==> src/rtl/main_fsm.sv <==
// Multicycle RV32 control unit (lw, sw, R-type, I-type ALU, jal, beq).
// Moore-decoded datapath controls; pc_write also depends on the ALU zero flag in BEQ.
module main_fsm (
  input  logic       clk,
  input  logic       rst_n,
  input  logic [6:0] op,
  input  logic       zero,
  output logic       pc_write,
  output logic       adr_src,
  output logic       mem_write,
  output logic       ir_write,
  output logic [1:0] result_src,
  output logic [1:0] alu_src_a,
  output logic [1:0] alu_src_b,
  output logic [1:0] alu_op,
  output logic       reg_write,
  output logic       illegal_op,
  output logic       retire,
  output logic [3:0] state
);

  localparam logic [6:0] OP_LOAD  = 7'b0000011;
  localparam logic [6:0] OP_STORE = 7'b0100011;
  localparam logic [6:0] OP_RTYPE = 7'b0110011;
  localparam logic [6:0] OP_ITYPE = 7'b0010011;
  localparam logic [6:0] OP_JAL   = 7'b1101111;
  localparam logic [6:0] OP_BEQ   = 7'b1100011;

  typedef enum logic [3:0] {
    S_FETCH    = 4'd0,
    S_DECODE   = 4'd1,
    S_MEMADR   = 4'd2,
    S_MEMREAD  = 4'd3,
    S_MEMWB    = 4'd4,
    S_MEMWRITE = 4'd5,
    S_EXECR    = 4'd6,
    S_ALUWB    = 4'd7,
    S_EXECI    = 4'd8,
    S_JAL      = 4'd9,
    S_BEQ      = 4'd10
  } state_t;

  state_t state_reg;
  state_t state_next;

  logic pc_update;
  logic branch;
  logic mem_write_dec;
  logic ir_write_dec;
  logic reg_write_dec;
  logic retire_dec;
  logic illegal_dec;

  always_ff @(posedge clk or negedge rst_n) begin
    if (!rst_n) begin
      state_reg <= S_FETCH;
    end else begin
      state_reg <= state_next;
    end
  end

  always_comb begin
    state_next = S_FETCH;
    case (state_reg)
      S_FETCH:    state_next = S_DECODE;
      S_DECODE: begin
        case (op)
          OP_LOAD,
          OP_STORE: state_next = S_MEMADR;
          OP_RTYPE: state_next = S_EXECR;
          OP_ITYPE: state_next = S_EXECI;
          OP_JAL:   state_next = S_JAL;
          OP_BEQ:   state_next = S_BEQ;
          default:  state_next = S_FETCH;
        endcase
      end
      S_MEMADR:   state_next = (op == OP_LOAD) ? S_MEMREAD : S_MEMWRITE;
      S_MEMREAD:  state_next = S_MEMWB;
      S_MEMWB:    state_next = S_FETCH;
      S_MEMWRITE: state_next = S_FETCH;
      S_EXECR:    state_next = S_ALUWB;
      S_EXECI:    state_next = S_ALUWB;
      S_JAL:      state_next = S_ALUWB;
      S_ALUWB:    state_next = S_FETCH;
      S_BEQ:      state_next = S_FETCH;
      default:    state_next = S_FETCH;
    endcase
  end

  always_comb begin
    pc_update     = 1'b0;
    branch        = 1'b0;
    adr_src       = 1'b0;
    mem_write_dec = 1'b0;
    ir_write_dec  = 1'b0;
    reg_write_dec = 1'b0;
    retire_dec    = 1'b0;
    illegal_dec   = 1'b0;
    result_src    = 2'b00;
    alu_src_a     = 2'b00;
    alu_src_b     = 2'b00;
    alu_op        = 2'b00;
    case (state_reg)
      S_FETCH: begin
        ir_write_dec = 1'b1;
        alu_src_b    = 2'b10;
        result_src   = 2'b10;
        pc_update    = 1'b1;
      end
      S_DECODE: begin
        // Precompute PC+imm for jal/beq while the register file is read.
        alu_src_a = 2'b01;
        alu_src_b = 2'b01;
        case (op)
          OP_LOAD, OP_STORE, OP_RTYPE, OP_ITYPE, OP_JAL, OP_BEQ: illegal_dec = 1'b0;
          default: illegal_dec = 1'b1;
        endcase
      end
      S_MEMADR: begin
        alu_src_a = 2'b10;
        alu_src_b = 2'b01;
      end
      S_MEMREAD: begin
        adr_src    = 1'b1;
        result_src = 2'b00;
      end
      S_MEMWB: begin
        result_src    = 2'b01;
        reg_write_dec = 1'b1;
        retire_dec    = 1'b1;
      end
      S_MEMWRITE: begin
        adr_src       = 1'b1;
        mem_write_dec = 1'b1;
        retire_dec    = 1'b1;
      end
      S_EXECR: begin
        alu_src_a = 2'b10;
        alu_src_b = 2'b00;
        alu_op    = 2'b10;
      end
      S_EXECI: begin
        alu_src_a = 2'b10;
        alu_src_b = 2'b01;
        alu_op    = 2'b10;
      end
      S_ALUWB: begin
        result_src    = 2'b00;
        reg_write_dec = 1'b1;
        retire_dec    = 1'b1;
      end
      S_JAL: begin
        alu_src_a  = 2'b01;
        alu_src_b  = 2'b10;
        result_src = 2'b00;
        pc_update  = 1'b1;
      end
      S_BEQ: begin
        alu_src_a  = 2'b10;
        alu_src_b  = 2'b00;
        alu_op     = 2'b01;
        result_src = 2'b00;
        branch     = 1'b1;
        retire_dec = 1'b1;
      end
      default: begin
        result_src = 2'b00;
      end
    endcase
  end

  // Reset already forces FETCH selects; enables and pulses are masked so nothing commits.
  assign pc_write   = rst_n & (pc_update | (branch & zero));
  assign mem_write  = rst_n & mem_write_dec;
  assign ir_write   = rst_n & ir_write_dec;
  assign reg_write  = rst_n & reg_write_dec;
  assign retire     = rst_n & retire_dec;
  assign illegal_op = rst_n & illegal_dec;
  assign state      = state_reg;

endmodule

==> config.mk <==
export PLATFORM = sky130hd
export DESIGN_NAME = main_fsm
export DESIGN_NICKNAME = d
export VERILOG_FILES = /design/src/rtl/main_fsm.sv
export SDC_FILE = /design/constraint.sdc
export NUM_CORES = 1
export LEC_CHECK = 0
export CAP_MARGIN = 25
export CORE_MARGIN = 2
export CORE_UTILIZATION = 36
export DETAILED_ROUTE_END_ITERATION = 6
export GPL_TIMING_DRIVEN = 1
export PLACE_DENSITY = 0.78
export SYNTH_ARGS = -nofsm -noshare
export SYNTH_HDL_FRONTEND = slang
export SYNTH_SLANG_ARGS = --single-unit
==> constraint.sdc <==
create_clock -name clk -period 1.5 [get_ports clk]
set_input_delay 0.225 -clock clk [delete_from_list [all_inputs] [get_ports clk]]
set_output_delay 0.225 -clock clk [all_outputs]
set_load 0.1 [all_outputs]
==> qor.log, run 1 <==
INFO  floorplanning  die_height=40.7µm
INFO  synthesis      ys_types=27
INFO  placed_design  routabilityCongestion=0.872
INFO  floorplanning  fp-row-count=13
INFO  floorplanning  initial_utilization=37.7%
INFO  placed_design  i_o_buffers=28
INFO  floorplanning  die_span_in_x=40.7µm
INFO  synthesis      syn_inst=75
INFO  synthesis      synth.yosys.warnings=0
INFO  synthesis      synth.cell_area=484µm²
INFO  status         toolErrorMsg=[ERROR DPL-0038] Utilization greater than 100%, impossible to legalize
INFO  synthesis      yosysSeqAreaShare=20.7%
INFO  synthesis      ys_ff_latch=4
INFO  synthesis      postSynthNetCount=85
INFO  status         run_status=did not finish
INFO  synthesis      avg_cell_area_syn=6.46µm²
INFO  status         stop_stage=detailed placement
INFO  floorplanning  top_level_ports=29
[per-stage QoR]
step                    cell area, µm²  std cells  hold WS [ns]
after global placement            1340        141         0.673
after floorplan                    704         75       -0.0706
[Yosys cell counts]
library cell	instances	share of area (%)
a21boi_0	1	1.6
a21oi_1	5	5.2
a22oi_1	2	3.1
and2_1	1	1.3
and3_1	2	2.6
and4_1	1	1.8
clkbuf_1	5	3.9
dfrtp_1	4	21
inv_1	1	0.77
nand2_1	9	7.0
nand2b_1	7	9.0
nand3_1	1	1.0
nand4_1	1	1.3
nor2_1	10	7.8
nor2b_1	5	6.5
nor3_1	2	2.1
nor3b_1	1	1.6
nor4_1	2	2.6
o21a_1	1	1.6
o21ai_0	7	7.2
o2bb2ai_1	1	1.8
o31ai_1	1	1.6
o41ai_1	1	1.8
or2_2	1	1.3
or3_1	1	1.3
or3_4	1	2.3
or4_1	1	1.6
[logic make-up after synthesis]
family / share of synthesized area, %
compound gates: 23.8
simple gates: 50.9
buf+inv: 4.65
flops: 20.7
==> run 2: changes to the inputs <==
--- a/config.mk
+++ b/config.mk
@@ -6,11 +6,11 @@
 export NUM_CORES = 1
 export LEC_CHECK = 0
 export CAP_MARGIN = 25
-export CORE_MARGIN = 2
-export CORE_UTILIZATION = 36
+export CORE_AREA = 2 2 63 65
 export DETAILED_ROUTE_END_ITERATION = 6
+export DIE_AREA = 0 0 65 67
 export GPL_TIMING_DRIVEN = 1
-export PLACE_DENSITY = 0.78
+export PLACE_DENSITY_LB_ADDON = 0.15
 export SYNTH_ARGS = -nofsm -noshare
 export SYNTH_HDL_FRONTEND = slang
 export SYNTH_SLANG_ARGS = --single-unit
==> qor.log, run 2 <==
INFO  status         run_status=finished with violations
INFO  status         violated_checks=negative setup slack
INFO  global_route   grt_use_total=9.59%
INFO  layout         largest_reg_flops=4
INFO  placed_design  sum_of_net_half_perimeters_after_detailed_placement=1610µm
INFO  placed_design  routabilityCongestion=0.781
INFO  synthesis      synth.yosys.warnings=0
INFO  pwr            power_density=1430nW/µm²
INFO  run            max-cap-violations=0
INFO  pwr            net_switching_power_figure=1220µW
INFO  floorplanning  initial_utilization=13.4%
INFO  synthesis      ys_types=27
INFO  layout         final_nets=156
INFO  synthesis      ys_ff_latch=4
INFO  sta            drv_slew=0
INFO  sta            fin_worst_hold_slack=0.387ns
INFO  clocking       clkTransAtPathRegs=0.03ns
INFO  synthesis      avg_cell_area_syn=6.46µm²
INFO  critical_path  critical_path.cell_chain=buf_6, nor4_4, a21oi_2, nor2b_4, buf_12
INFO  sta            timing.final.ws_setup=-0.255ns
INFO  placed_design  placement.setup.worst_slack=-0.366ns
INFO  critical_path  cp-start-kind=register
INFO  clocking       cts-root-buf=clkbuf_8
INFO  routing        drc=0
INFO  layout         leading_cell_types_in_the_layout_fill_and_taps_excluded=34 x buf_4, 19 x buf_12, 7 x dlygate4sd2_1, 7 x buf_6, 6 x nand2b_4
INFO  sta            final_period_minus_worst_setup_slack=1.75ns
INFO  synthesis      syn_inst=75
INFO  synthesis      synth_top_cell_area_share=20.7%
INFO  routing        first_pass_iters=3
INFO  routing        ant_nets=0
INFO  pwr            internal_power=1150µW
INFO  pwr            power_frac_comb=84.0%
INFO  routing        drt-initial-drc-count=22
INFO  synthesis      ys_async_sr_fraction=100%
INFO  sta            worst-slew-pin-transition=0.278ns
INFO  global_route   maximum_number_of_pins_on_one_net_before_global_route_repair=9
INFO  synthesis      synth_edf_count=0
INFO  pwr            share_clk_of_total_power=9.8%
INFO  clocking       clock_tree.buffer_depth=2
INFO  routing        finalWirelength=2130µm
INFO  pwr            p_sw_share=51.5%
INFO  global_route   first_global_vias=726
INFO  clocking       clock_insertion_delay_worst_skew=0.22ns
INFO  pwr            vdd_drop_max=0.000821V
INFO  synthesis      synth.largest_area_cell=dfrtp_1
INFO  global_route   grt_first_pass_wirelength=3150µm
INFO  critical_path  criticalPathCategory=register to output port
INFO  synthesis      yosysMostFrequentCell=nor2_1
INFO  clocking       cts.htree.levels=1
INFO  layout         share_of_post_route_cells_with_drive_strength_above_1=72.9%
INFO  routing        route.vias.total=797
INFO  clocking       cts_buffers=3
INFO  pwr            p_leak=0.000689µW
INFO  placed_design  i_o_buffers=28
INFO  floorplanning  fp-row-count=22
INFO  layout         final_core_util=46.1%
INFO  synthesis      synth_top_cells_by_count=10 x nor2_1, 9 x nand2_1, 7 x nand2b_1, 7 x o21ai_0
INFO  sta            setup_viol=16
INFO  sta            max_slew_margin=81.2%
INFO  floorplanning  top_level_ports=29
INFO  layout         area_growth_syn_to_layout=243%
INFO  floorplanning  floorplan.die_area=4360µm²
INFO  critical_path  critical_path_arrival=1.53ns
INFO  critical_path  critical_path.max_fanout=5
INFO  floorplanning  die_span_in_x=65µm
INFO  floorplanning  die_height=67µm
INFO  critical_path  cp_data_required_time=1.27ns
INFO  critical_path  endpoint_kind=output port
INFO  global_route   global_route.overflow_total=0
INFO  sta            share_of_the_cycle_needed_by_the_critical_path_after_routing=117%
INFO  sta            finalHoldViolCount=0
INFO  synthesis      postSynthNetCount=85
INFO  synthesis      yosysSeqAreaShare=20.7%
INFO  synthesis      synth.cell_area=484µm²
INFO  layout         diodes=0
INFO  synthesis      ys_top_cells_by_area=dfrtp_1 21%, nand2b_1 9.0%, nor2_1 7.8%, o21ai_0 7.2%, nand2_1 7.0%
INFO  sta            fin_worst_skew=0.00476ns
INFO  clocking       cts.sink_count=4
INFO  worst_hold_path timing.hold.worst.class=input pin to asynchronous set/reset pin
INFO  critical_path  slowest_delay=0.49ns
INFO  critical_path  setup.reg_to_reg.worst_slack=-0.11ns
INFO  sta            max_freq=570MHz
INFO  critical_path  cell_type_of_the_slowest_stage_on_the_worst_timing_path=dfrtp_4
INFO  synthesis      synth_ff_type=dfrtp_1
INFO  pwr            power.share.sequential=6.2%
INFO  floorplanning  core_region_area=3610µm²
INFO  routing        route.detailed.vias_per_inst=4.15
INFO  critical_path  critPathBufInv=2
INFO  clocking       postCtsHoldBufs=0
INFO  critical_path  path_delay_family=flip-flops
INFO  layout         mostFrequentLayoutCell=buf_4
INFO  routing        wl_per_cell=11.1µm
INFO  global_route   grt_antenna_before_repair=0
INFO  clocking       tritoncts=done
INFO  sta            grt_setup_unrepaired=true
[run 2: repair_timing]
action | 4_1_cts | 5_1_grt
pin swaps | 15 | 9
gates cloned | 0 | 0
setup endpoints to repair | 16 | 16
gates resized for setup | 33 | 8
setup buffers | 7 | 9
[run 2: metal layers]
metal  track usage, %  up-vias  routed length [µm]  share of wire (%)
met4             5.59        0                  39                1.8
met5                0        -                   0                  0
met2             17.8       20                1120                 53
li1                 -      404                   -                  -
met1             10.2      369                 877                 41
met3             1.52        4                  91                4.3
[run 2: logic make-up after synthesis]
kind of cell / count (synthesis) / share of synthesized area, %
AOI/OAI and AO/OA: 19 / 23.8
buffers and inverters: 6 / 4.65
and+or+nand+nor: 46 / 50.9
DFF: 4 / 20.7
[run 2: cell type report]
type	count	area (µm²)
multi-input combinational	65	616
sequential	4	115
timing repair buffer	71	826
inverter	1	3.75
fill	338	1940
tap	48	60.1
clock buffer	3	41.3
[run 2: power groups by stage]
| stage | Sequential, µW | Clock (µW) | Combinational [µW] |
|---|---|---|---|
| 2_1_floorplan | 267 | 0 | 970 |
| 3_3_place_gp | 154 | 0 | 1760 |
| 3_5_place_dp | 155 | 0 | 1760 |
| 4_1_cts | 147 | 236 | 1910 |
| 5_1_grt | 149 | 241 | 2060 |
| 6_report | 147 | 231 | 1990 |
[run 2: worst paths after layout]
kind	start	endpoint	cells past startpoint
hold / removal	rst_n	state[1]	2
min in group clk	op[4]	state[1]	4
max in group asynchronous	rst_n	state[2]	2
hold reg to reg	state[2]	state[3]	3
setup / recovery	state[2]	pc_write	5
setup reg to reg	state[0]	state[2]	5
[run 2: per-stage QoR]
step | power, µW | instance area (µm²) | setup TNS [ns] | cells
after global placement | 1910 | 1380 | -0.950 | 174
after global routing | 2450 | 1660 | -3.74 | 192
final | 2370 | 1660 | -3.02 | 192
after floorplan | 1240 | 704 | -8.42 | 75
after detailed placement | 1920 | 1380 | -1.08 | 174
after CTS | 2300 | 1560 | -3.15 | 183
(Power assumes the default switching activity.)
==> run 3: changes to the inputs <==
==> constraint.sdc (replaced) <==
create_clock -name clk -period 1.7 [get_ports clk]
set_input_delay 0.255 -clock clk [delete_from_list [all_inputs] [get_ports clk]]
set_output_delay 0.255 -clock clk [all_outputs]
set_load 0.1 [all_outputs]
==> qor.log, run 3 (synthesized netlist as in run 2, its figures left out) <==
INFO  status         run_status=finished with violations
INFO  status         violated_checks=negative setup slack
INFO  critical_path  critical_path_arrival=1.51ns
INFO  routing        drc=0
INFO  layout         n_fill_cell=352
INFO  clocking       cts-root-buf=clkbuf_8
INFO  floorplanning  floorplan.die_area=4360µm²
INFO  floorplanning  top_level_ports=29
INFO  routing        wl_per_cell=11.3µm
INFO  layout         leading_cell_types_in_the_layout_fill_and_taps_excluded=27 x buf_4, 21 x buf_12, 7 x buf_6, 6 x nand2b_4
INFO  critical_path  cpMostUsedCell=nor2b_4
INFO  global_route   grt_use_total=10.8%
INFO  layout         largest_reg_flops=4
INFO  floorplanning  core_region_area=3610µm²
INFO  clocking       cts.sink_count=4
INFO  global_route   grt_first_pass_wirelength=3520µm
INFO  routing        route.vias.total=775
INFO  placed_design  i_o_buffers=28
INFO  placed_design  placement.setup.worst_slack=-0.224ns
INFO  critical_path  cell_type_of_the_slowest_stage_on_the_worst_timing_path=dfrtp_4
INFO  sta            max_slew_margin=79.7%
INFO  pwr            vdd_drop_max=0.000763V
INFO  floorplanning  initial_utilization=13.4%
INFO  layout         final_core_util=44.2%
INFO  sta            setup_tns=-0.163ns
INFO  global_route   maximum_number_of_pins_on_one_net_before_global_route_repair=9
INFO  critical_path  endpoint_kind=output port
INFO  layout         area_growth_syn_to_layout=229%
INFO  critical_path  timing.reg2reg.worst_path_depth=3
INFO  sta            grt_setup_unrepaired=true
INFO  sta            max_freq=566MHz
INFO  global_route   first_global_vias=742
INFO  sta            timing.final.ws_setup=-0.0661ns
INFO  critical_path  cp_data_required_time=1.44ns
INFO  routing        route.detailed.vias_per_inst=4.19
INFO  floorplanning  die_span_in_x=65µm
INFO  floorplanning  fp-row-count=22
INFO  layout         diodes=0
INFO  run            max-cap-violations=0
INFO  clocking       clkTransAtPathRegs=0.03ns
INFO  routing        first_pass_iters=4
INFO  sta            share_of_the_cycle_needed_by_the_critical_path_after_routing=104%
INFO  pwr            p_leak=0.000650µW
INFO  layout         final_nets=149
INFO  layout         mostFrequentLayoutCell=buf_4
INFO  routing        finalWirelength=2090µm
INFO  pwr            power_density=1310nW/µm²
INFO  sta            finalHoldViolCount=0
INFO  global_route   grt_antenna_before_repair=0
INFO  sta            fin_worst_skew=0.00266ns
INFO  clocking       tritoncts=done
INFO  layout         share_of_post_route_cells_with_drive_strength_above_1=69.3%
INFO  sta            final_period_minus_worst_setup_slack=1.77ns
INFO  placed_design  sum_of_net_half_perimeters_after_detailed_placement=1490µm
INFO  routing        drt-initial-drc-count=18
INFO  critical_path  critical_path.max_fanout=4
INFO  clocking       cts.htree.levels=1
INFO  critical_path  critical_path.cell_chain=nor2b_4, nor4_4, a21oi_2, nor2b_4, buf_12
INFO  pwr            total_power=2080µW
INFO  sta            worst-slew-pin-transition=0.301ns
INFO  floorplanning  die_height=67µm
INFO  clocking       cts_buffers=3
INFO  worst_hold_path timing.hold.worst.class=input pin to asynchronous set/reset pin
INFO  sta            setup_viol=6
INFO  clocking       clock_tree.buffer_depth=2
INFO  placed_design  routabilityCongestion=0.723
INFO  critical_path  cp-start-kind=register
INFO  critical_path  criticalPathCategory=register to output port
INFO  critical_path  slowest_delay=0.49ns
INFO  global_route   global_route.overflow_total=0
INFO  routing        ant_nets=0
INFO  clocking       clock_insertion_delay_worst_skew=0.22ns
INFO  clocking       postCtsHoldBufs=0
INFO  sta            drv_slew=0
[run 3: cell count changes in the layout (fill, tap and decap cells not counted), moves of 2 or more]
cell	change
nor2b_4	-2
buf_4	-7
buf_12	+2
buf_8	-2
clkdlybuf4s50_1	+2
dlygate4sd2_1	-3
[run 3: timing repair]
action                                  CTS  global route
pin swaps                                 7             4
resized for setup                        18            11
buffers inserted                         11             5
cloned                                    0             0
endpoints found under the setup margin   11            12
[run 3: critical path, delay by kind of cell, from the launching register on]
kind	cells	cell delay, ns
simple gates	3	0.54
flops	1	0.49
buf+inv	1	0.18
compound gates	1	0.08
[run 3: final timing paths]
check | startpoint | endpoint | slack (ns)
max | state[0] | pc_write | -0.07
min | rst_n | state[0] | 0.41
max reg2reg | state[2] | state[2] | 0.18
min reg2reg | state[2] | state[3] | 0.72
max in group asynchronous | rst_n | state[2] | 1.14
min in group clk | op[2] | state[3] | 0.57
[run 3: cell type report]
cell class              count  area (µm²)  share of cell area [%]
clock buffers               3        41.3                    2.59
inverters                   1        3.75                   0.236
flip-flops and latches      4         115                    7.23
well taps                  48        60.1                    3.77
repair buffers             64         790                    49.6
multi-input cells          65         583                    36.6
[run 3: where the power goes]
group / total (µW) / leakage (µW) / switching [µW] / internal [µW]
clock: 200 / 0.0000216 / 49.2 / 151
sequential: 144 / 0.0000460 / 25.4 / 118
combinational: 1740 / 0.000582 / 992 / 745
total: 2080 / 0.000650 / 1070 / 1010
[run 3: layer usage]
layer  part of all wire (%)  track usage (%)  routed length, µm
met5                      0                0                  0
met4                    2.2             5.59                 45
met3                    5.4             1.35                112
met2                     51             18.9               1070
met1                     41             12.8                864
[run 3: metrics by stage]
| stage | cells | instance area (µm²) | hold slack, ns |
|---|---|---|---|
| 4_1_cts | 180 | 1510 | 0.428 |
| 3_5_place_dp | 166 | 1330 | 0.640 |
| 6_report | 185 | 1590 | 0.414 |
| 5_1_grt | 185 | 1590 | 0.427 |
| 3_3_place_gp | 166 | 1330 | 0.626 |
| 2_1_floorplan | 75 | 699 | -0.0406 |
